File: config.mk
export PLATFORM = sky130hd
export DESIGN_NAME = ureg_seq_ctrl
export DESIGN_NICKNAME = d
export VERILOG_FILES = /design/src/rtl/ureg_ctrl_pkg.sv /design/src/rtl/ureg_rr_arb.sv /design/src/rtl/ureg_seq_ctrl.sv
export SDC_FILE = /design/constraint.sdc
export NUM_CORES = 1
export LEC_CHECK = 0
export ABC_AREA = 1
export BUFFER_PORTS_ARGS = -buffer_cell sky130_fd_sc_hd__buf_2
export CORE_ASPECT_RATIO = 0.9
export CORE_MARGIN = 1.5
export CORE_UTILIZATION = 40
export DETAILED_ROUTE_END_ITERATION = 16
export PLACE_DENSITY = 0.69
export SETUP_SLACK_MARGIN = 0.15
export SYNTH_ARGS = -nofsm -noshare
export SYNTH_HDL_FRONTEND = slang
export SYNTH_HIERARCHICAL = 1
export SYNTH_SLANG_ARGS = --single-unit
File: constraint.sdc
create_clock -name clk -period 2.2 [get_ports clk]
set_clock_uncertainty 0.15 [all_clocks]
set_input_delay 0.22 -clock clk [delete_from_list [all_inputs] [get_ports clk]]
set_output_delay 0.22 -clock clk [all_outputs]
set_load 0.02 [all_outputs]
File: src/rtl/ureg_ctrl_pkg.sv
// Shared types for the universal-register sequencer: FSM states, register modes, grant ids.
// The SCRUB state only exists when HAMMING_SCRUB_EN is defined.
package ureg_ctrl_pkg;

  typedef enum logic [2:0] {
    ST_IDLE  = 3'd0,
    ST_LOAD  = 3'd1,
    ST_SHIFT = 3'd2,
`ifdef HAMMING_SCRUB_EN
    ST_SCRUB = 3'd4,
`endif
    ST_FATAL = 3'd3
  } state_t;

  typedef enum logic {
    GNT_LD = 1'b0,
    GNT_TX = 1'b1
  } grant_t;

  localparam logic [1:0] MODE_SISO = 2'b00;
  localparam logic [1:0] MODE_SIPO = 2'b01;
  localparam logic [1:0] MODE_PISO = 2'b10;
  localparam logic [1:0] MODE_PIPO = 2'b11;

  function automatic logic [7:0] satInc8(input logic [7:0] v);
    return (v == 8'hFF) ? v : v + 8'd1;
  endfunction

endpackage

File: src/rtl/ureg_rr_arb.sv
// Two-requester round-robin arbiter; a lone requester always wins, a tie goes
// to whoever was not granted last. Last-grant resets to tx so load wins the first tie.
module ureg_rr_arb
  import ureg_ctrl_pkg::*;
(
  input  logic clk,
  input  logic rst,
  input  logic i_req_ld,
  input  logic i_req_tx,
  input  logic i_acc_ld,
  input  logic i_acc_tx,
  output logic o_gnt_ld,
  output logic o_gnt_tx
);

  grant_t r_lastGrant;

  // History only moves on a completed transfer, never on a mere grant.
  always_ff @(posedge clk or posedge rst) begin
    if (rst) begin
      r_lastGrant <= GNT_TX;
    end else if (i_acc_ld) begin
      r_lastGrant <= GNT_LD;
    end else if (i_acc_tx) begin
      r_lastGrant <= GNT_TX;
    end
  end

  always_comb begin
    o_gnt_ld = i_req_ld && (!i_req_tx || (r_lastGrant == GNT_TX));
    o_gnt_tx = i_req_tx && (!i_req_ld || (r_lastGrant == GNT_LD));
  end

endmodule

File: src/rtl/ureg_seq_ctrl.sv
// Sequencer driving a Hamming-protected universal shift register: parallel load,
// serial transmit, fatal lockout on double errors; HAMMING_SCRUB_EN adds single-error scrub.
module ureg_seq_ctrl
  import ureg_ctrl_pkg::*;
#(
  parameter int SHIFT_LEN = 8
) (
  input  logic       clk,
  input  logic       rst,
  input  logic       ld_valid,
  output logic       ld_ready,
  input  logic [7:0] ld_data,
  input  logic       tx_valid,
  output logic       tx_ready,
  output logic       tx_done,
  input  logic       err_single,
  input  logic       err_double,
  input  logic [7:0] corr_data,
  output logic       reg_enable,
  output logic [1:0] reg_mode,
  output logic       reg_load,
  output logic [7:0] reg_parallel_in,
  output logic       busy,
  output logic       fatal,
  output logic [7:0] scrub_count
);

  localparam logic [3:0] CNT_LAST = 4'(SHIFT_LEN - 1);

  state_t     r_state;
  logic [3:0] r_cnt;
  logic       r_ldReady;
  logic       r_txReady;
  logic       r_txDone;
  logic       r_regEnable;
  logic       r_regLoad;
  logic [1:0] r_regMode;
  logic [7:0] r_regPin;
  logic       r_busy;
  logic       r_fatal;
  logic       w_gntLd;
  logic       w_gntTx;
  logic       w_errScrub;
  logic       w_accLd;
  logic       w_accTx;

`ifdef HAMMING_SCRUB_EN
  logic [7:0] r_scrubCount;
  assign w_errScrub  = err_single & ~err_double;
  assign scrub_count = r_scrubCount;
`else
  logic w_unused;
  assign w_errScrub  = 1'b0;
  assign w_unused    = ^{err_single, corr_data};
  assign scrub_count = 8'd0;
`endif

  // A pending error in IDLE outranks a handshake that lands on the same edge.
  assign w_accLd = (r_state == ST_IDLE) && !err_double && !w_errScrub && ld_valid && r_ldReady;
  assign w_accTx = (r_state == ST_IDLE) && !err_double && !w_errScrub && tx_valid && r_txReady;

  ureg_rr_arb u_arb (
    .clk      (clk),
    .rst      (rst),
    .i_req_ld (ld_valid),
    .i_req_tx (tx_valid),
    .i_acc_ld (w_accLd),
    .i_acc_tx (w_accTx),
    .o_gnt_ld (w_gntLd),
    .o_gnt_tx (w_gntTx)
  );

  always_ff @(posedge clk or posedge rst) begin
    if (rst) begin
      r_state     <= ST_IDLE;
      r_cnt       <= '0;
      r_ldReady   <= 1'b0;
      r_txReady   <= 1'b0;
      r_txDone    <= 1'b0;
      r_regEnable <= 1'b0;
      r_regLoad   <= 1'b0;
      r_regMode   <= MODE_SISO;
      r_regPin    <= '0;
      r_busy      <= 1'b0;
      r_fatal     <= 1'b0;
`ifdef HAMMING_SCRUB_EN
      r_scrubCount <= '0;
`endif
    end else begin
      r_ldReady   <= 1'b0;
      r_txReady   <= 1'b0;
      r_txDone    <= 1'b0;
      r_regEnable <= 1'b0;
      r_regLoad   <= 1'b0;
      r_regMode   <= MODE_SISO;
      case (r_state)
        ST_IDLE: begin
          if (err_double) begin
            r_state <= ST_FATAL;
            r_fatal <= 1'b1;
            r_busy  <= 1'b1;
          end
`ifdef HAMMING_SCRUB_EN
          else if (w_errScrub) begin
            r_state      <= ST_SCRUB;
            r_busy       <= 1'b1;
            r_regEnable  <= 1'b1;
            r_regLoad    <= 1'b1;
            r_regMode    <= MODE_PIPO;
            r_regPin     <= corr_data;
            r_scrubCount <= satInc8(r_scrubCount);
          end
`endif
          else if (w_accLd) begin
            r_state     <= ST_LOAD;
            r_busy      <= 1'b1;
            r_regEnable <= 1'b1;
            r_regLoad   <= 1'b1;
            r_regMode   <= MODE_PIPO;
            r_regPin    <= ld_data;
          end else if (w_accTx) begin
            r_state     <= ST_SHIFT;
            r_cnt       <= '0;
            r_busy      <= 1'b1;
            r_regEnable <= 1'b1;
            r_regMode   <= MODE_PISO;
            r_txDone    <= (CNT_LAST == 4'd0);
          end else begin
            r_busy    <= 1'b0;
            r_ldReady <= w_gntLd;
            r_txReady <= w_gntTx;
          end
        end
        ST_LOAD: begin
          r_state   <= ST_IDLE;
          r_busy    <= 1'b0;
          r_ldReady <= w_gntLd;
          r_txReady <= w_gntTx;
        end
`ifdef HAMMING_SCRUB_EN
        ST_SCRUB: begin
          r_state   <= ST_IDLE;
          r_busy    <= 1'b0;
          r_ldReady <= w_gntLd;
          r_txReady <= w_gntTx;
        end
`endif
        ST_SHIFT: begin
          if (r_cnt == CNT_LAST) begin
            r_state   <= ST_IDLE;
            r_busy    <= 1'b0;
            r_ldReady <= w_gntLd;
            r_txReady <= w_gntTx;
          end else begin
            r_cnt       <= r_cnt + 4'd1;
            r_busy      <= 1'b1;
            r_regEnable <= 1'b1;
            r_regMode   <= MODE_PISO;
            r_txDone    <= ((r_cnt + 4'd1) == CNT_LAST);
          end
        end
        ST_FATAL: begin
          r_fatal <= 1'b1;
          r_busy  <= 1'b1;
        end
        default: begin
          r_state <= ST_IDLE;
          r_busy  <= 1'b0;
        end
      endcase
    end
  end

  assign ld_ready        = r_ldReady;
  assign tx_ready        = r_txReady;
  assign tx_done         = r_txDone;
  assign reg_enable      = r_regEnable;
  assign reg_mode        = r_regMode;
  assign reg_load        = r_regLoad;
  assign reg_parallel_in = r_regPin;
  assign busy            = r_busy;
  assign fatal           = r_fatal;

endmodule

==> results of run 1 <==
layout make-up:
type | count | area [um^2] | area share (%)
Tap cell | 30 | 37.5 | 2.74
Timing Repair Buffer | 38 | 235 | 17.2
Sequential cell | 23 | 577 | 42.2
Clock buffer | 4 | 26.3 | 1.92
Multi-Input combinational cell | 93 | 447 | 32.7
Inverter | 12 | 45.0 | 3.29
where the power goes:
part	internal (mW)	switching (mW)	total, mW
Clock	0.0708	0.121	0.192
Combinational	0.0193	0.0292	0.0485
Sequential	0.423	0	0.423
Total	0.513	0.150	0.663
cell families (layout without fill, tap and decap cells):
| group | count (synthesis) | after routing | synth area share [%] |
|---|---|---|---|
| buf+inv | 23 | 54 | 11.4 |
| other cells | 1 | 8 | 0.333 |
| flops | 23 | 23 | 51.2 |
| simple gates | 75 | 75 | 30.4 |
| fa+ha+maj | 2 | 2 | 2.22 |
| compound gates | 8 | 8 | 4.33 |
placed cells by master, fill, tap and decap left out:
cell type      count
a21oi_1            2
nand4_2            1
inv_2              1
conb_1             8
ha_1               2
dfstp_2            1
nor2_1            10
dlygate4sd3_1      9
a21boi_0           2
nand3b_1           1
a21oi_2            1
inv_1             11
o21ai_1            1
nand2_1           46
nand3_1            5
o21ai_0            2
nor2_4             1
clkbuf_1           1
nand2_2            4
nand3_2            2
nand4_1            3
dfrtp_1           22
buf_2             29
nor2_2             2
clkbuf_4           3
path summary, 6_finish.rpt:
kind,endpoint,start,cells past startpoint
min,fatal,err_double,3
max in group asynchronous,tx_ready,rst,3
min reg2reg,fatal,fatal,1
min in group asynchronous,u_arb/r_lastGrant,rst,3
max,busy,r_state[0],5
max reg2reg,busy,r_state[0],5
synthesized netlist by cell type, drive strengths merged:
master,instances
dfstp,1
nand3b,1
nand4,4
buf,11
conb,1
nand2,50
nand3,7
o21ai,3
inv,12
ha,2
a21boi,2
nor2,13
a21oi,3
dfrtp,22
state kept, by name, indices dropped and copies added, names as in the netlist:
name and flops:
reg_mode 1, reg_parallel_in 8, tx_ready 1, reg_enable 1, ld_ready 1, reg_load 1
fatal 1, tx_done 1, busy 1, r_state 2, u_arb/r_lastGrant 1, r_cnt 4
layer usage:
metal | vias up | track usage [%] | routed length (um)
li1 | 471 | - | -
met1 | 412 | 17.0 | 923
met2 | 17 | 26.1 | 1100
met3 | 2 | 5.38 | 87
met4 | 0 | 3.41 | 12
met5 | - | 0 | 0
per-stage QoR:
step	setup WS [ns]	cells	hold slack, ns	total power, mW
finish	0.582	200	0.0160	0.663
global route	0.407	200	0.0224	0.691
CTS	0.553	200	0.0142	0.669
detailed placement	0.581	187	0.0763	0.467
global placement	0.621	187	0.0733	0.467
floorplan	0.834	139	-0.0403	0.463
timing repair:
| item | CTS | global route |
|---|---|---|
| setup buffers | 0 | 0 |
| setup endpoints to repair | 0 | 0 |
| endpoints found under the hold margin | 31 | 0 |
| hold buffers | 9 | 0 |
worst max-delay path, stage by stage (launching register included):
cell	delay, ns
dfrtp_1	0.47
nor2_4	0.22
nand2_2	0.10
nor2_2	0.35
o21ai_0	0.17
nand3_1	0.10
==> key figures, run 1 <==
Outcome
  – Status: completed

Route
  – First drt pass iteration count: 4
  – Vias per cell: 4.51
  – Final antenna-violating net count: 0
  – Via count: 902
  – Total Routed Length: 2120 um
  – Iteration-0 DRC Markers: 10
  – Wirelength per Cell: 10.6 um
  – Remaining DRCs: 0

Timing
  – Rel. slew slack: 47.1%
  – Final period util: between 70% and 80%
  – Endpoints failing setup: 0
  – Slew Viols, Final: 0
  – RSZ-0062 raised after global routing: false
  – Setup total negative slack: 0 ns
  – Tightest Pin Transition: 0.793 ns
  – Crit path time final: about 1.6 ns
  – Fmax: 618 MHz
  – Number of failing hold endpoints at the final stage: 0

Floorplanning
  – Die height: 53.3 um
  – Initial Utilization: 41.7%
  – I/O pin count: 47
  – Die Span X: 58.9 um
  – Cell Rows: 18
  – Core area: 2700 um^2
  – Die ar.: 3140 um^2

Global route
  – Largest net degree at the start of global routing: 23
  – GRT Total Usage: between 10% and 20%
  – First-pass GRT wire length: 3400 um
  – Vias in the first global route: 799
  – Overflow after GRT: 0
  – Antenna violations before repair: 0

Clocking
  – Later-pin clock latency in the skew report: about 0.31 ns
  – CTS tree: built
  – Clock buffer depth: 2
  – # H-tree levels: 1
  – Clock root buffer: clkbuf_4
  – Total CTS buffers: 3
  – Cts repair resizes: 0
  – Clock sinks: 23
  – Worst-path clk slew: 0.12 ns

Place
  – DP HPWL: 1590 um
  – Placer congestion estimate: between 0.7 and 0.8
  – IO buf count: 29
  – Placed instance area: ~1300 um^2

Logic synthesis
  – Cell accounting for the most synthesized area: dfrtp_1
  – Sequential fraction of the synthesis area: 51.2%
  – Post-synthesis area per instance: 8.53 um^2
  – Syn Inst Count: 132
  – Main area contributors after synthesis: dfrtp_1, nand2_1, buf_4
  – Post-Syn Area: roughly 1100 um^2
  – Synth top area share: about half
  – Flops & latches, synth: 23
  – Yosys warning total: 6
  – Unique masters post-synth: 24

Worst setup path
  – Critical Path End Type: register
  – Required time worst endpoint: 2.30 ns
  – Flop-to-flop setup slack: 0.58 ns
  – Worst Path Max Fanout: 11
  – Crit path launch type: register
  – Worst Path Class, Setup: register to register
  – Crit path DAT: 1.72 ns

Power and ir drop
  – PD cells: 485 nW/um^2
  – Worst vdd ir: 467 uV
  – Leakage: 0.771 nW

Cells and area
  – Ant. Diodes: 0
  – Finished Core Util: 50.6%
  – # nets final: 195
  – Synth-to-Final Area Change: 21.4%
  – Layout cells sized above 1: 26.5%
  – Final instance area: ~1400 um^2
  – Fillcell total: 255

Min path
  – Class of the worst hold path: input pin to register

Run
  – # Max-Cap Violations: 0
No activity file was read; power rests on OpenSTA's default activity.
==> run 2: changes to the inputs <==
--- a/config.mk
+++ b/config.mk
@@ -5,7 +5,7 @@
 export SDC_FILE = /design/constraint.sdc
 export NUM_CORES = 1
 export LEC_CHECK = 0
-export ABC_AREA = 1
+export ABC_AREA = 0
 export BUFFER_PORTS_ARGS = -buffer_cell sky130_fd_sc_hd__buf_2
 export CORE_ASPECT_RATIO = 0.9
 export CORE_MARGIN = 1.5
==> constraint.sdc (replaced) <==
create_clock -name clk -period 1.7 [get_ports clk]
set_clock_uncertainty 0.15 [all_clocks]
set_input_delay 0.17 -clock clk [delete_from_list [all_inputs] [get_ports clk]]
set_output_delay 0.17 -clock clk [all_outputs]
set_load 0.02 [all_outputs]
==> run 2 against run 1 <==
Against the previous run: the run now ends with DRC left; maximum frequency is 2.7% lower; critical path depth is 1 lower; via count is 4.9% lower; worst hold slack better by 0.0088 ns; largest cell class unchanged.
==> key figures, run 2 <==
Cells and area
  – # nets final: roughly 180
  – Layout cells sized above 1: a little under half
  – Synth-to-Final Area Change: 44.2%
  – Most frequent cells in the layout: buf_2, dfrtp_1, buf_4
  – Largest register FFs: 8
  – Leading cell type in the layout, fill and taps excluded: buf_2
  – Ant. Diodes: 0
  – Fin cells: 178

Route
  – Remaining DRCs: 8
  – Final antenna-violating net count: 0
  – Total Routed Length: 2260 um
  – Vias per cell: 4.82
  – First drt pass iteration count: 10
  – Iteration-0 DRC Markers: 14
  – Via count: 858
  – Wirelength per Cell: 12.7 um

Worst setup path
  – CP bufs+invs: 1
  – Required time worst endpoint: 1.77 ns
  – Worst Path Max Fanout: 7
  – Crit path DAT: 1.74 ns
  – CP peak stage delay: 0.43 ns
  – CP max-delay cell: dfrtp_1
  – Worst Path Class, Setup: register to register
  – CP Cell Sequence: or2_4 > nor3_4 > buf_12 > mux2_2
  – Critical Path End Type: register
  – Cell family contributing the most delay on the critical path: simple AND/OR/NAND/NOR gates
  – Crit path launch type: register

Timing
  – Slew Viols, Final: 0
  – Number of failing hold endpoints at the final stage: 0
  – Final period util: a little over nine tenths
  – Endpoints failing setup: 0
  – PnR worst setup slack: 0.0378 ns
  – Fmax: around 600 MHz
  – RSZ-0062 raised after global routing: true
  – Crit path time final: 1.66 ns

Place
  – DP HPWL: 1390 um
  – Pre-CTS setup slack: 0.0389 ns
  – Placer congestion estimate: just over 0.8
  – IO buf count: 29
  – Dpl cells: 152

Clocking
  – Worst-path clk slew: 0.13 ns
  – CTS tree: built
  – Later-pin clock latency in the skew report: 0.32 ns
  – Clock root buffer: clkbuf_4
  – # H-tree levels: 1
  – Total CTS buffers: 3
  – Clock sinks: 23
  – Clock buffer depth: 2

Global route
  – Largest net degree at the start of global routing: 23
  – GRT Total Usage: 15.8%
  – First-pass GRT wire length: 3580 um
  – Overflow after GRT: 0
  – Vias in the first global route: 823
  – Antenna violations before repair: 0

Logic synthesis
  – Synth top area share: 50.9%
  – Ys async rst share: 100%
  – Syn Inst Count: 94
  – Synth Flop Type: dfrtp_1
  – Yosys warning total: 6
  – Synth cell count leaders: dfrtp_1, buf_4, o21ai_0
  – Post-synthesis area per instance: 11.5 um^2
  – Cell accounting for the most synthesized area: dfrtp_1
  – Unique masters post-synth: 31
  – Main area contributors after synthesis: dfrtp_1, mux2_2, buf_4
  – Cell with the most instances after synthesis: dfrtp_1
  – Sequential fraction of the synthesis area: 53.3%
  – Flops & latches, synth: 23
  – Post-synth EDFFs: 0
  – Post-Syn Area: 1080 um^2

Power and ir drop
  – PD cells: about 560 nW/um^2
  – PnR Total Power: 877 uW
  – Leakage: 0.798 nW
  – Worst vdd ir: 556 uV

Floorplanning
  – Die height: ~52 um
  – I/O pin count: 47
  – Die Span X: approximately 58 um
  – Cell Rows: 17
  – Core area: between 2000 and 3000 um^2
  – Die ar.: 3030 um^2
  – Initial Utilization: 43.1%

Outcome
  – Status: finished, violations left
  – Failing checks: DRC

Run
  – # Max-Cap Violations: 0

Min path
  – Class of the worst hold path: input pin to register
-- run 2: cell types whose count changed in the layout (fill, tap and decap cells not counted), sizes merged, moves of 5 or more --
cell,change
inv,-6
nand2,-46
nand3,-5
buf,+18
nor2,-10
o21ai,+5
mux2,+8
-- run 2: area by class of cell --
cell class | instances | area, um^2
clock buffers | 3 | 22.5
clock inverters | 1 | 7.51
fillers | 195 | 950
inverters | 6 | 22.5
multi-input cells | 60 | 483
flip-flops and latches | 23 | 577
well taps | 28 | 35.0
repair buffers | 57 | 413
-- run 2: cell families after synthesis --
family / after synthesis / share of synthesized area [%]
flip-flops: 23 / 53.3
AND/OR/NAND/NOR: 22 / 12.5
AO/OA/AOI/OAI: 18 / 10.4
buffers and inverters: 18 / 10.9
multiplexers: 8 / 8.67
adder cells (fa/ha/maj): 2 / 2.31
XOR/XNOR: 2 / 1.62
other: 1 / 0.346
-- run 2: repair_timing --
item | 4_1_cts | 5_1_grt
endpoints found under the hold margin | 32 | 0
pin swaps | 2 | 6
endpoints found under the setup margin | 14 | 17
setup buffers | 6 | 6
hold buffers | 10 | 0
gates resized for setup | 9 | 12
-- run 2: power by group --
group | switching, mW | internal (mW) | leakage (nW)
sequential | 0 | 0.547 | 0.286
clock | 0.169 | 0.0901 | 0.0139
combinational | 0.0410 | 0.0289 | 0.497
total | 0.210 | 0.666 | 0.798
-- run 2: per-layer routing --
| layer | share of wire, % | global-route usage, % | vias up |
|---|---|---|---|
| met1 | 42 | 17.4 | 415 |
| met5 | 0 | 0 | - |
| met2 | 51 | 28.4 | 30 |
| li1 | - | - | 411 |
| met4 | 0.71 | 4.65 | 0 |
| met3 | 5.8 | 5.68 | 2 |
-- run 2: worst register-to-register path: cells and delay by family, from the launching register on --
kind          cells  cell delay, ns
mux               1            0.33
buf+inv           1            0.16
simple gates      2            0.50
flops             1            0.43
-- run 2: final timing paths --
kind | cells past startpoint | startpoint | endpoint | slack (ns)
setup / recovery | 4 | r_state[0] | reg_parallel_in[0] | 0.04
hold / removal | 3 | err_double | fatal | 0.02
setup reg to reg | 4 | r_state[0] | reg_parallel_in[0] | 0.04
hold reg to reg | 2 | fatal | fatal | 0.37
max in group asynchronous | 4 | rst | tx_done | 0.86
min in group asynchronous | 3 | rst | u_arb/r_lastGrant | 0.27
-- run 2: stage by stage --
| step | setup TNS, ns | utilization, % | area [um^2] | hold WS [ns] |
|---|---|---|---|---|
| 6_report | 0 | 62.2 | 1560 | 0.0248 |
| 2_1_floorplan | -0.0763 | - | 1110 | -0.0903 |
| 3_3_place_gp | 0 | 50.3 | 1260 | 0.0238 |
| 4_1_cts | 0 | 58.7 | 1470 | 0.0140 |
| 5_1_grt | -0.0864 | 62.2 | 1560 | 0.0254 |
| 3_5_place_dp | 0 | 50.3 | 1260 | 0.0279 |
==> run 3: changes to the inputs <==
==> constraint.sdc (replaced) <==
create_clock -name clk -period 1.7 [get_ports clk]
set_clock_uncertainty 0.15 [all_clocks]
set_input_delay 0.34 -clock clk [delete_from_list [all_inputs] [get_ports clk]]
set_output_delay 0.34 -clock clk [all_outputs]
set_load 0.02 [all_outputs]
==> run 3 against run 2 <==
Against the previous run: the flow still finishes with violations (DRC); setup slack better by 0.026 ns; sequential power about the same; global-route usage down 0.96 points; core utilization down 7.7 points; worst hold slack better by 0.063 ns; largest cell class unchanged; largest power group unchanged; highest routed layer unchanged.
==> key figures, run 3 (same netlist as run 2, synthesis figures left out) <==
Worst setup path
  – CP Cell Sequence: ha_1 > nand3b_1 > a22oi_2 > o21ai_0 > o41ai_1
  – Crit path launch type: register
  – Cell family contributing the most delay on the critical path: compound AO/OA/AOI/OAI gates
  – CP max-delay cell: dfrtp_1
  – CP peak stage delay: 0.41 ns
  – Crit path DAT: roughly 1.7 ns
  – Critical Path End Type: register
  – Worst Path Class, Setup: register to register
  – Required time worst endpoint: around 1.8 ns
  – Worst Path Max Fanout: 6
  – CP bufs+invs: 0

Global route
  – GRT Total Usage: 14.8%
  – Vias in the first global route: ~760
  – Largest net degree at the start of global routing: 23
  – Overflow after GRT: 0
  – Antenna violations before repair: 0
  – First-pass GRT wire length: 3310 um

Cells and area
  – Synth-to-Final Area Change: 26.2%
  – Area of the multi-input gates: between 400 and 500 um^2
  – # nets final: 160
  – Leading cell type in the layout, fill and taps excluded: buf_2
  – Final instance area: ~1400 um^2
  – Ant. Diodes: 0
  – Largest register FFs: 8
  – Layout cells sized above 1: 43.7%
  – Flip-flop and latch area: 577 um^2
  – Most frequent cells in the layout: buf_2, dfrtp_1, buf_4
  – Fin cells: 163
  – Fillcell total: between 200 and 250

Clocking
  – Later-pin clock latency in the skew report: ~0.32 ns
  – CTS tree: built
  – Worst-path clk slew: approximately 0.13 ns
  – Total CTS buffers: 3
  – Clock root buffer: clkbuf_4
  – # H-tree levels: 1
  – Clock buffer depth: 2
  – Clock sinks: 23

Outcome
  – Status: finished, violations left
  – Failing checks: DRC

Floorplanning
  – Core area: 2510 um^2
  – Cell Rows: 17
  – Die Span X: 57.8 um
  – Die height: 52.3 um
  – I/O pin count: 47
  – Initial Utilization: between 40% and 50%
  – Die ar.: 3030 um^2

Place
  – DP HPWL: 1420 um
  – Placed instance area: 1240 um^2
  – IO buf count: 29
  – Dpl cells: 152
  – Placer congestion estimate: 0.805

Route
  – First drt pass iteration count: 10
  – Final antenna-violating net count: 0
  – Vias per cell: 4.91
  – Remaining DRCs: 8
  – Iteration-0 DRC Markers: 18
  – Wirelength per Cell: 12.4 um
  – Via count: 801
  – Total Routed Length: 2020 um

Timing
  – Fmax: 611 MHz
  – Crit path time final: 1.64 ns
  – RSZ-0062 raised after global routing: true
  – Worst hold slack: 0.0873 ns
  – Slew Viols, Final: 0
  – Endpoints failing setup: 0
  – Final period util: 96.2%
  – Number of failing hold endpoints at the final stage: 0

Run
  – # Max-Cap Violations: 0

Power and ir drop
  – Int Pwr: around 650 uW
  – Logic pwr share: 6.3%
  – Clock share of power: 30.4%
  – Reg power frac: 63.4%
  – Leakage: 0.698 nW
  – PnR Total Power: 863 uW
  – Sw frac: 24.2%
  – Worst vdd ir: 570 uV
  – Net Switching: 209 uW
  – PD cells: 632 nW/um^2

Min path
  – Class of the worst hold path: input pin to register
[run 3: path summary, 6_finish.rpt]
kind / start / endpoint / slack [ns] / depth (start not counted)
hold / removal: ld_data[1] / reg_parallel_in[1] / 0.09 / 2
max in group asynchronous: rst / r_state[0] / 0.75 / 4
min in group asynchronous: rst / u_arb/r_lastGrant / 0.42 / 3
setup reg to reg: r_cnt[1] / r_cnt[3] / 0.06 / 5
setup / recovery: r_cnt[1] / r_cnt[3] / 0.06 / 5
hold reg to reg: fatal / fatal / 0.36 / 2
[run 3: metal layers]
| metal | vias up | GRT usage (%) | wire length [um] |
|---|---|---|---|
| met5 | - | 0 | 0 |
| met4 | 0 | 5.43 | 23 |
| met3 | 4 | 5.43 | 125 |
| met2 | 31 | 25.4 | 980 |
| met1 | 381 | 16.9 | 890 |
| li1 | 385 | - | - |
[run 3: power by group through the flow]
stage	Combinational [mW]	Clock, mW	Sequential [mW]
floorplan	0.0444	0	0.557
global placement	0.0509	0	0.557
detailed placement	0.0524	0	0.557
CTS	0.0547	0.273	0.547
global route	0.0606	0.296	0.547
finish	0.0540	0.262	0.547
[run 3: area by class of cell]
cell class	count	area share (%)
Sequential cell	23	42.2
Clock inverter	1	0.549
Multi-Input combinational cell	60	33.2
Inverter	6	1.65
Tap cell	28	2.56
Clock buffer	3	1.65
Timing Repair Buffer	42	18.2
[run 3: stage by stage]
step	setup slack (ns)	util (%)	TNS (ns)
after floorplan	-0.0763	-	-0.0763
after global placement	0.0552	49.4	0
after detailed placement	0.0262	49.4	0
after CTS	0.108	52.7	0
after global routing	-0.00278	54.4	-0.00278
final	0.0642	54.4	0
[run 3: timing repair]
| item | CTS | global route |
|---|---|---|
| endpoints found under the setup margin | 12 | 16 |
| resized for setup | 8 | 3 |
| hold buffers | 1 | 0 |
| cloned | 0 | 0 |
| buffers inserted | 2 | 4 |
| endpoints found under the hold margin | 23 | 0 |
| pin swaps | 1 | 1 |
